==> src/rtl/instr_encoder_loader.sv <==
// instr_encoder_loader: checks mnemonic-level instruction requests, encodes
// them into 32-bit instruction words, buffers them in a small FIFO and
// writes them to consecutive instruction-memory addresses.
module instr_encoder_loader #(
    parameter int DEPTH = 4,
    parameter int AW    = 10
) (
    input  logic          clk,
    input  logic          rst_n,
    input  logic          start,
    input  logic [AW-1:0] base_addr,
    input  logic          req_valid,
    output logic          req_ready,
    input  logic [4:0]    req_mnem,
    input  logic [3:0]    req_rd,
    input  logic [3:0]    req_rs1,
    input  logic [3:0]    req_rs2,
    input  logic [31:0]   req_imm,
    input  logic          req_last,
    output logic          err_valid,
    output logic [1:0]    err_code,
    output logic          imem_we,
    input  logic          imem_ready,
    output logic [AW-1:0] imem_addr,
    output logic [31:0]   imem_wdata,
    output logic          busy,
    output logic          done,
    output logic [AW:0]   words_written
);

    localparam int PW = $clog2(DEPTH);
    localparam logic [PW:0] FULL_CNT = DEPTH[PW:0];

    typedef enum logic [1:0] {IDLE, LOAD, FLUSH, DONE} state_t;

    state_t          state_reg, state_next;
    logic [31:0]     fifo_mem [DEPTH];
    logic [PW-1:0]   wr_ptr_reg, rd_ptr_reg;
    logic [PW:0]     count_reg;
    logic [AW-1:0]   base_reg;
    logic [AW:0]     reserve_reg, written_reg;
    logic            err_valid_reg;
    logic [1:0]      err_code_reg;

    // decode / check results
    logic [2:0]      opcode;
    logic [1:0]      funct2;
    logic            legal;
    logic            imm_bad;
    logic            exhausted;
    logic [1:0]      req_err_code;
    logic [31:0]     word;
    logic [AW+1:0]   reserve_addr;
    logic            fifo_empty, fifo_full;
    logic            accept, push, pop, start_go;

    assign fifo_empty = (count_reg == '0);
    assign fifo_full  = (count_reg == FULL_CNT);
    assign req_ready  = (state_reg == LOAD) && !fifo_full;
    assign accept     = req_valid && req_ready;
    assign push       = accept && (req_err_code == 2'b00);
    assign pop        = imem_we && imem_ready;
    assign start_go   = start && ((state_reg == IDLE) || (state_reg == DONE));

    // The next free address is base + reserved words; any carry into bit AW means
    // the instruction memory has no slot left (no wrap-around).
    assign reserve_addr = {2'b00, base_reg} + {1'b0, reserve_reg};
    assign exhausted    = (reserve_addr[AW+1:AW] != 2'b00);

    // Mnemonic table plus immediate range checks.
    always_comb begin
        opcode  = 3'b000;
        funct2  = 2'b00;
        legal   = 1'b1;
        imm_bad = 1'b0;
        case (req_mnem)
            5'd0:  begin opcode = 3'b000; funct2 = 2'b00; end
            5'd1:  begin opcode = 3'b000; funct2 = 2'b01; end
            5'd2:  begin opcode = 3'b000; funct2 = 2'b10; end
            5'd3:  begin opcode = 3'b000; funct2 = 2'b11; end
            5'd4:  begin opcode = 3'b001; funct2 = 2'b00; end
            5'd5:  begin opcode = 3'b001; funct2 = 2'b01; end
            5'd6:  begin opcode = 3'b001; funct2 = 2'b10; end
            5'd7:  begin opcode = 3'b010; funct2 = 2'b00; end
            5'd8:  begin opcode = 3'b010; funct2 = 2'b01; end
            5'd9:  begin opcode = 3'b010; funct2 = 2'b10; end
            5'd10: begin opcode = 3'b011; funct2 = 2'b00; end
            5'd11: begin opcode = 3'b011; funct2 = 2'b01; end
            5'd12: begin opcode = 3'b100; funct2 = 2'b00; end
            5'd13: begin opcode = 3'b100; funct2 = 2'b01; end
            5'd14: begin opcode = 3'b101; funct2 = 2'b00; end
            5'd15: begin opcode = 3'b101; funct2 = 2'b01; end
            5'd16: begin opcode = 3'b101; funct2 = 2'b10; end
            default: legal = 1'b0;
        endcase
        // Every non-R-type carries imm19: bits 31..18 must be pure sign extension.
        if (opcode[2] || opcode[1]) begin
            if (req_imm[31:18] != {14{req_imm[18]}}) imm_bad = 1'b1;
        end
        // Shift amounts are 0..31.
        if ((req_mnem == 5'd8) || (req_mnem == 5'd9)) begin
            if (req_imm[31:5] != 27'd0) imm_bad = 1'b1;
        end
    end

    // Error code with fixed priority: illegal, then immediate, then address space.
    always_comb begin
        req_err_code = 2'b00;
        if (!legal)         req_err_code = 2'b01;
        else if (imm_bad)   req_err_code = 2'b10;
        else if (exhausted) req_err_code = 2'b11;
    end

    // Field packing; C overlaps imm19 so only R-types place a register there.
    always_comb begin
        word        = 32'd0;
        word[31:29] = opcode;
        word[28:27] = funct2;
        case (opcode)
            3'b000, 3'b001: begin
                word[26:23] = req_rd;
                word[22:19] = req_rs1;
                word[18:15] = req_rs2;
            end
            3'b010, 3'b011: begin
                word[26:23] = req_rd;
                word[22:19] = req_rs1;
                word[18:0]  = req_imm[18:0];
            end
            3'b100: begin
                word[26:23] = req_rs2;
                word[22:19] = req_rs1;
                word[18:0]  = req_imm[18:0];
            end
            3'b101: begin
                if (funct2 != 2'b10) begin
                    word[26:23] = req_rs1;
                    word[22:19] = req_rs2;
                end
                word[18:0] = req_imm[18:0];
            end
            default: word = 32'd0;
        endcase
    end

    // FSM state register.
    always_ff @(posedge clk or negedge rst_n) begin
        if (!rst_n) state_reg <= IDLE;
        else        state_reg <= state_next;
    end

    // FSM next-state logic.
    always_comb begin
        state_next = state_reg;
        case (state_reg)
            IDLE:  if (start) state_next = LOAD;
            LOAD:  if (accept && req_last) state_next = FLUSH;
            FLUSH: if (fifo_empty) state_next = DONE;
            DONE:  if (start) state_next = LOAD;
            default: state_next = IDLE;
        endcase
    end

    // FIFO storage has no reset; occupancy is tracked by count_reg.
    always_ff @(posedge clk) begin
        if (push) fifo_mem[wr_ptr_reg] <= word;
    end

    // FIFO pointers and occupancy; push and pop may happen together.
    always_ff @(posedge clk or negedge rst_n) begin
        if (!rst_n) begin
            wr_ptr_reg <= '0;
            rd_ptr_reg <= '0;
            count_reg  <= '0;
        end else begin
            if (push) wr_ptr_reg <= wr_ptr_reg + 1'b1;
            if (pop)  rd_ptr_reg <= rd_ptr_reg + 1'b1;
            case ({push, pop})
                2'b10:   count_reg <= count_reg + 1'b1;
                2'b01:   count_reg <= count_reg - 1'b1;
                default: count_reg <= count_reg;
            endcase
        end
    end

    // Session base, reserved-slot counter and committed-word counter.
    always_ff @(posedge clk or negedge rst_n) begin
        if (!rst_n) begin
            base_reg    <= '0;
            reserve_reg <= '0;
            written_reg <= '0;
        end else if (start_go) begin
            base_reg    <= base_addr;
            reserve_reg <= '0;
            written_reg <= '0;
        end else begin
            if (push) reserve_reg <= reserve_reg + 1'b1;
            if (pop)  written_reg <= written_reg + 1'b1;
        end
    end

    // Registered one-cycle error pulse following a rejected request.
    always_ff @(posedge clk or negedge rst_n) begin
        if (!rst_n) begin
            err_valid_reg <= 1'b0;
            err_code_reg  <= 2'b00;
        end else if (accept && (req_err_code != 2'b00)) begin
            err_valid_reg <= 1'b1;
            err_code_reg  <= req_err_code;
        end else begin
            err_valid_reg <= 1'b0;
            err_code_reg  <= 2'b00;
        end
    end

    assign err_valid     = err_valid_reg;
    assign err_code      = err_code_reg;
    assign imem_we       = !fifo_empty;
    assign imem_wdata    = fifo_empty ? 32'd0 : fifo_mem[rd_ptr_reg];
    assign imem_addr     = base_reg + written_reg[AW-1:0];
    assign busy          = (state_reg == LOAD) || (state_reg == FLUSH);
    assign done          = (state_reg == DONE);
    assign words_written = written_reg;

endmodule

==> config.mk <==
export PLATFORM = sky130hd
export DESIGN_NAME = instr_encoder_loader
export DESIGN_NICKNAME = d
export VERILOG_FILES = /design/src/rtl/instr_encoder_loader.sv
export SDC_FILE = /design/constraint.sdc
export NUM_CORES = 1
export LEC_CHECK = 0
export CAP_MARGIN = 10
export CORE_ASPECT_RATIO = 1.75
export CORE_MARGIN = 2
export CORE_UTILIZATION = 35
export CTS_BUF_LIST = sky130_fd_sc_hd__clkbuf_16
export DETAILED_ROUTE_END_ITERATION = 12
export PLACE_DENSITY_LB_ADDON = 0.12
export SLEW_MARGIN = 20
export SYNTH_ARGS = -nofsm -noshare
export SYNTH_HDL_FRONTEND = slang
export SYNTH_SLANG_ARGS = --single-unit
==> constraint.sdc <==
create_clock -name clk -period 4.49 [get_ports clk]
set_input_delay 0.898 -clock clk [delete_from_list [all_inputs] [get_ports clk]]
set_output_delay 0.898 -clock clk [all_outputs]
set_load 0.02 [all_outputs]
### After elaboration in Yosys (flattened, before gate mapping)

Memories as Yosys holds them, arrays and structs flattened.
Index checks and enable logic that the tools add are counted.

| operators by class | value |
|---|---|
| shift operators | 0 |
| $mul | 0 |
| reduce and logical (&&, ||, !) cells | 38 |
| muxes and demuxes | 28 |
| divide/modulo/power cells | 0 |
| $lt $le $gt $ge | 0 |
| add/sub/neg operators | 8 |
| bitwise logic cells | 0 |
| eq/ne operators | 32 |

Operator list:

| cell | number |
|---|---|
| $pmux W12 S4 | 1 |
| $mux W11 | 4 |
| $eq A5 B4 Y1 const B | 8 |
| $mux W32 | 1 |
| $reduce_bool A27 Y1 | 1 |
| $add A11 B1 Y11 const B | 2 |
| $eq A5 B3 Y1 const B | 4 |
| $reduce_or A17 Y1 | 1 |
| $mux W15 | 1 |
| $pmux W3 S5 | 1 |
| $mux W2 | 7 |
| $ne A13 B13 Y1 | 1 |
| $add A10 B11 Y12 | 1 |
| $pmux W2 S3 | 2 |
| $reduce_or A6 Y1 | 2 |
| $add A10 B10 Y10 | 1 |
| $eq A5 B2 Y1 const B | 2 |
| $reduce_bool A2 Y1 | 5 |
| $reduce_or A2 Y1 | 5 |
| $eq A3 B3 Y1 const B | 3 |
| $reduce_or A3 Y1 | 3 |
| $mux W1 | 8 |
| $mux W8 | 1 |
| $reduce_or A4 Y1 | 2 |
| 20 further kinds | 39 |

| word-level totals | value |
|---|---|
| bits in latches | 0 |
| input bits | 65 |
| register bits after elaboration | 44 |
| logic and storage cells | 116 |
| RAM bits | 128 |
| output and inout port bits | 60 |
| memories kept | 1 |
| memory bits (read-only) | 0 |

Memories:

| name | words | width | read ports | clocked after memory_dff | wr ports | RTL line | text |
|---|---|---|---|---|---|---|---|
| fifo_mem | 4 | 32 | 1 | 0 | 1 | 37 | `logic [31:0] fifo_mem [DEPTH];` |

### Longest topological paths before layout

| logic depth | value |
|---|---|
| depth after elaboration | 13 |
| gate-level depth with buffers | 14 |
| depth with buffers taken out | 13 |

### Worst setup path after synthesis

OpenSTA, ideal clock, no wires.

| timing path | value |
|---|---|
| path type | in2reg |
| from | input port req_mnem[2] |
| to | memory fifo_mem[0][0] (enable) |
| stages on the path | 6 |
| required time | 4.098 ns |
| path buffers | 2 |
| path slack | 1.112 ns |
| data arrival time | 2.986 ns |
| library setup time | 0.392 ns |
| cell sequence | buf_2 > o41ai_2 > nand2_1 > a2111oi_4 > buf_4 > and3_1 |

| on the way | value |
|---|---|
| longest elaborated chain between the ends | 13 |
| elaborated cells between the ends (all ways) | 36 |
| classes of those cells | 16 x eq/ne; 9 x mux; 11 x reduce/logical |

Ends and longest elaborated chain:

| element | RTL line | text |
|---|---|---|
| start: declaration | 14 | `input logic [4:0] req_mnem,` |
| $eq A5 B5 Y1, or another cell as far along | 76 | `case (req_mnem)` |
| $reduce_or A3 Y1 (no source line) or $reduce_or A2 Y1 (tied branches) | - |  |
| $pmux W3 S5 | 76 |  |
| $logic_or A1 B1 Y1 | 97 | `if (opcode[2] \|\| opcode[1]) begin` |
| $mux W1 | 97 |  |
| $mux W1 | 102 | `if (req_imm[31:5] != 27'd0) imm_bad = 1'b1;` |
| $mux W1 | 101 | `if ((req_mnem == 5'd8) \|\| (req_mnem == 5'd9)) begin` |
| $mux W2 | 110 | `else if (imm_bad) req_err_code = 2'b10;` |
| $mux W2 (*) | 109 | `if (!legal) req_err_code = 2'b01;` |
| $logic_not A2 Y1 (*) | 61 | `assign push = accept && (req_err_code == 2'b00);` |
| $logic_and A1 B1 Y1 (*) | 61 |  |
| $mux W1 (*) | 166 | `if (push) fifo_mem[wr_ptr_reg] <= word;` |
| $mux W1 (implied by the code) (*) | 166 |  |
| end: declaration | 37 |  |

Mark *: on every way between the ends. The rest lies on a longest branch, timed or not.

### Worst setup path in the final report

| timing path | value |
|---|---|
| from | register written_reg[1], in the netlist words_written[1] |
| to | output port imem_addr[9] |

| on the way | value |
|---|---|
| longest elaborated chain between the ends | 1 |

Ends and longest elaborated chain:

| element | RTL line | text |
|---|---|---|
| start: declaration | 41 | `logic [AW:0] reserve_reg, written_reg;` |
| start signal: assignment | 198 | `if (pop) written_reg <= written_reg + 1'b1;` |
| $add A10 B10 Y10 | 220 | `assign imem_addr = base_reg + written_reg[AW-1:0];` |
| end: declaration | 24 | `output logic [AW-1:0] imem_addr,` |

No other way between the ends.

==> flow_summary.json <==
{
  "status": "complete, no violations",
  "clock-sinks": 172,
  "async_reset_ff_share_pct": 25.6,
  "p_leak_nw": 3.88,
  "hold_buffers": 0,
  "dp_hpwl_um": 14300,
  "drive_above_1_share_pct": 11.8,
  "grt_usage_pct": 16.7,
  "synth.cell_area_um2": 8160,
  "grt_pass1_wl_um": 31200,
  "routed_wl_um": 19900,
  "die_w_um": 119,
  "critPathMaxFanout": 6,
  "seqCellArea_um2": 4950,
  "io_pins": 125,
  "hold_class": "in2async",
  "fin_crit_ns": 4.09,
  "cts_tree": "done",
  "cts_buffers": 17,
  "maxSlewHeadroom_pct": 41.2,
  "p_clk_share_pct": 23.3,
  "postRouteAntennaNets": 0,
  "power_density_nw_per_um2": 566,
  "cts_root_buf": "clkbuf_16",
  "synth_cells": 595,
  "layout_commonest_cell": "edfxtp_1",
  "start_util_pct": 35.3,
  "postCtsSetupBuffers": 0,
  "crit_slowest_cell": "clkdlybuf4s50_1",
  "fp.dieH_um": 206,
  "yosysSeqAreaShare_pct": 60.6,
  "grt_pass1_vias": 5772,
  "place.gp.congestion": 0.811,
  "maxCapViolCount": 0,
  "syn_area_per_cell_um2": 13.7,
  "arrival_ns": 3.20,
  "drc": 0,
  "p_int_mw": 3.87,
  "switchingPower_mw": 1.99,
  "layoutNonFillerInstCount": 1043,
  "synthDistinctLibCells": 58,
  "vias": 5336,
  "core_area_um2": 23100,
  "rr_worst_depth": 8,
  "power_frac_comb_pct": 41.4,
  "yosys_register_bits": 172,
  "place_ws_ns": 0.564,
  "yosysWarnings": 0,
  "finalClockSkew_ns": 0.00743,
  "fin_nets": 822,
  "seq_power_share_pct": 35.3,
  "fin_ws_ns": 0.396,
  "nFillCells": 2145,
  "yosysTopAreaCellShare_pct": 47.1,
  "ir_drop_mv": 0.427,
  "worstPathCellList": "ha_1, a21o_1, a21oi_1, o21ai_0, or4_1, a2111o_1, o211a_1, clkdlybuf4s50_1",
  "place.port_buffers": 124,
  "viasPerCell": 5.12,
  "first_pass_iters": 5,
  "yosys.area.top_type": "edfxtp_1",
  "cp_slowest_stage_delay_ns": 0.53,
  "post_cts_resized": 0,
  "antenna_found_initial": 0,
  "fin_crit_sh_pct": 91.2,
  "hold_viol": 0,
  "setup-tns-final_ns": 0,
  "post_drt_wl_per_cell_um": 19.1,
  "rsz0062_at_grt": "false",
  "synthFlopType": "edfxtp_1",
  "dieArea_um2": 24600,
  "cts.path.max_buffers": 2,
  "rows": 74,
  "cp-end-kind": "output pin",
  "multi_input_area_um2": 3030,
  "syn-num-nets": 690,
  "area_growth_pct": 26.9,
  "timing.fmax_mhz": 244,
  "grt_overflow": 0,
  "clkTransAtPathRegs_ns": 0.06,
  "worst_pin_slew_ns": 0.881,
  "swShare_pct": 34.0,
  "synth_edf_count": 128,
  "clock_latency_ns": 0.42,
  "h-tree-depth": 4,
  "worstPathRequired_ns": 3.59,
  "grt_max_degree": 33,
  "synthTopCellsByArea": "edfxtp_1 47%, dfrtp_1 13%, mux4_2 8.8%",
  "cp-start-kind": "register",
  "drtIter0Drc": 265,
  "total_power_mw": 5.87,
  "path_class": "reg2out",
  "largest_reg_flops": 128,
  "final_cell_mix": "128 x edfxtp_1, 123 x clkdlybuf4s50_1, 61 x nand2_1, 48 x and2_1, 43 x dfrtp_1",
  "dp_cells": 1012,
  "setup_viol": 0,
  "slew_violations": 0
}
## cell families after synthesis
group,share of synthesized area (%)
AO/OA/AOI/OAI,6.27
XOR/XNOR,2.25
adder cells (fa/ha/maj),4.78
buffers and inverters,2.41
flip-flops,60.6
multiplexers,10.5
AND/OR/NAND/NOR,13.2
## cells in the mapped netlist, drive strengths merged, types with 7 or more instances
cell type / n
nand2b: 8
nor4: 10
xnor2: 9
ha: 28
a21oi: 20
mux2i: 8
inv: 21
nand2: 61
o21ai: 12
mux4: 32
nand3: 7
clkbuf: 21
and2: 48
buf: 7
and3: 9
dfrtp: 44
xor2: 12
nand4: 15
edfxtp: 128
nor2: 29
## power groups by stage
stage	sequential, mW	clock [mW]	combinational [mW]
2_1_floorplan	2.01	0	1.51
3_3_place_gp	2.10	0	2.44
3_5_place_dp	2.11	0	2.47
4_1_cts	2.08	1.40	2.48
5_1_grt	2.10	1.46	2.64
6_report	2.07	1.37	2.43
## critical path: cells and delay by family, from the launching register on
family / cells / cell delay (ns)
AOI/OAI and AO/OA: 5 / 1.03
adders and majority gates: 1 / 0.31
buffers and inverters: 1 / 0.53
DFF: 1 / 0.44
and+or+nand+nor: 1 / 0.45
## through the flow
step / utilization (%) / cell area (um^2) / hold WS (ns)
after global routing: 44.7 / 10400 / 0.475
after global placement: 42.4 / 9820 / 0.520
after detailed placement: 42.4 / 9820 / 0.528
after floorplan: - / 8160 / 0.472
after CTS: 44.7 / 10400 / 0.447
final: 44.8 / 10400 / 0.450
## layout make-up
class	instances	share of cell area, %
Antenna cell	1	0.0242
Tap cell	304	3.67
Inverter	21	0.761
Timing Repair Buffer	141	13.4
Multi-Input combinational cell	374	29.2
Sequential cell	172	47.7
Clock inverter	13	1.09
Clock buffer	17	4.11
## layer usage
layer / track usage, % / part of all wire [%] / vias to the layer above
li1: - / - / 2502
met1: 17.7 / 38 / 2657
met2: 31.5 / 55 / 150
met3: 3.97 / 4.3 / 27
met4: 7.35 / 2.4 / 0
met5: 0 / 0 / -
## path summary, 6_finish.rpt
check | start | endpoint | slack (ns)
worst min register to register | base_reg[0] | base_reg[0] | 0.54
worst max-delay path | words_written[1] | imem_addr[9] | 0.40
worst max register to register | reserve_reg[4] | fifo_mem[2][6] | 1.38
min in group clk | base_reg[0] | base_reg[0] | 0.54
worst min-delay path | rst_n | err_code[0] | 0.45
max in group asynchronous | rst_n | rd_ptr_reg[0] | 3.30
Note: power is estimated with default switching activity, not from simulation.
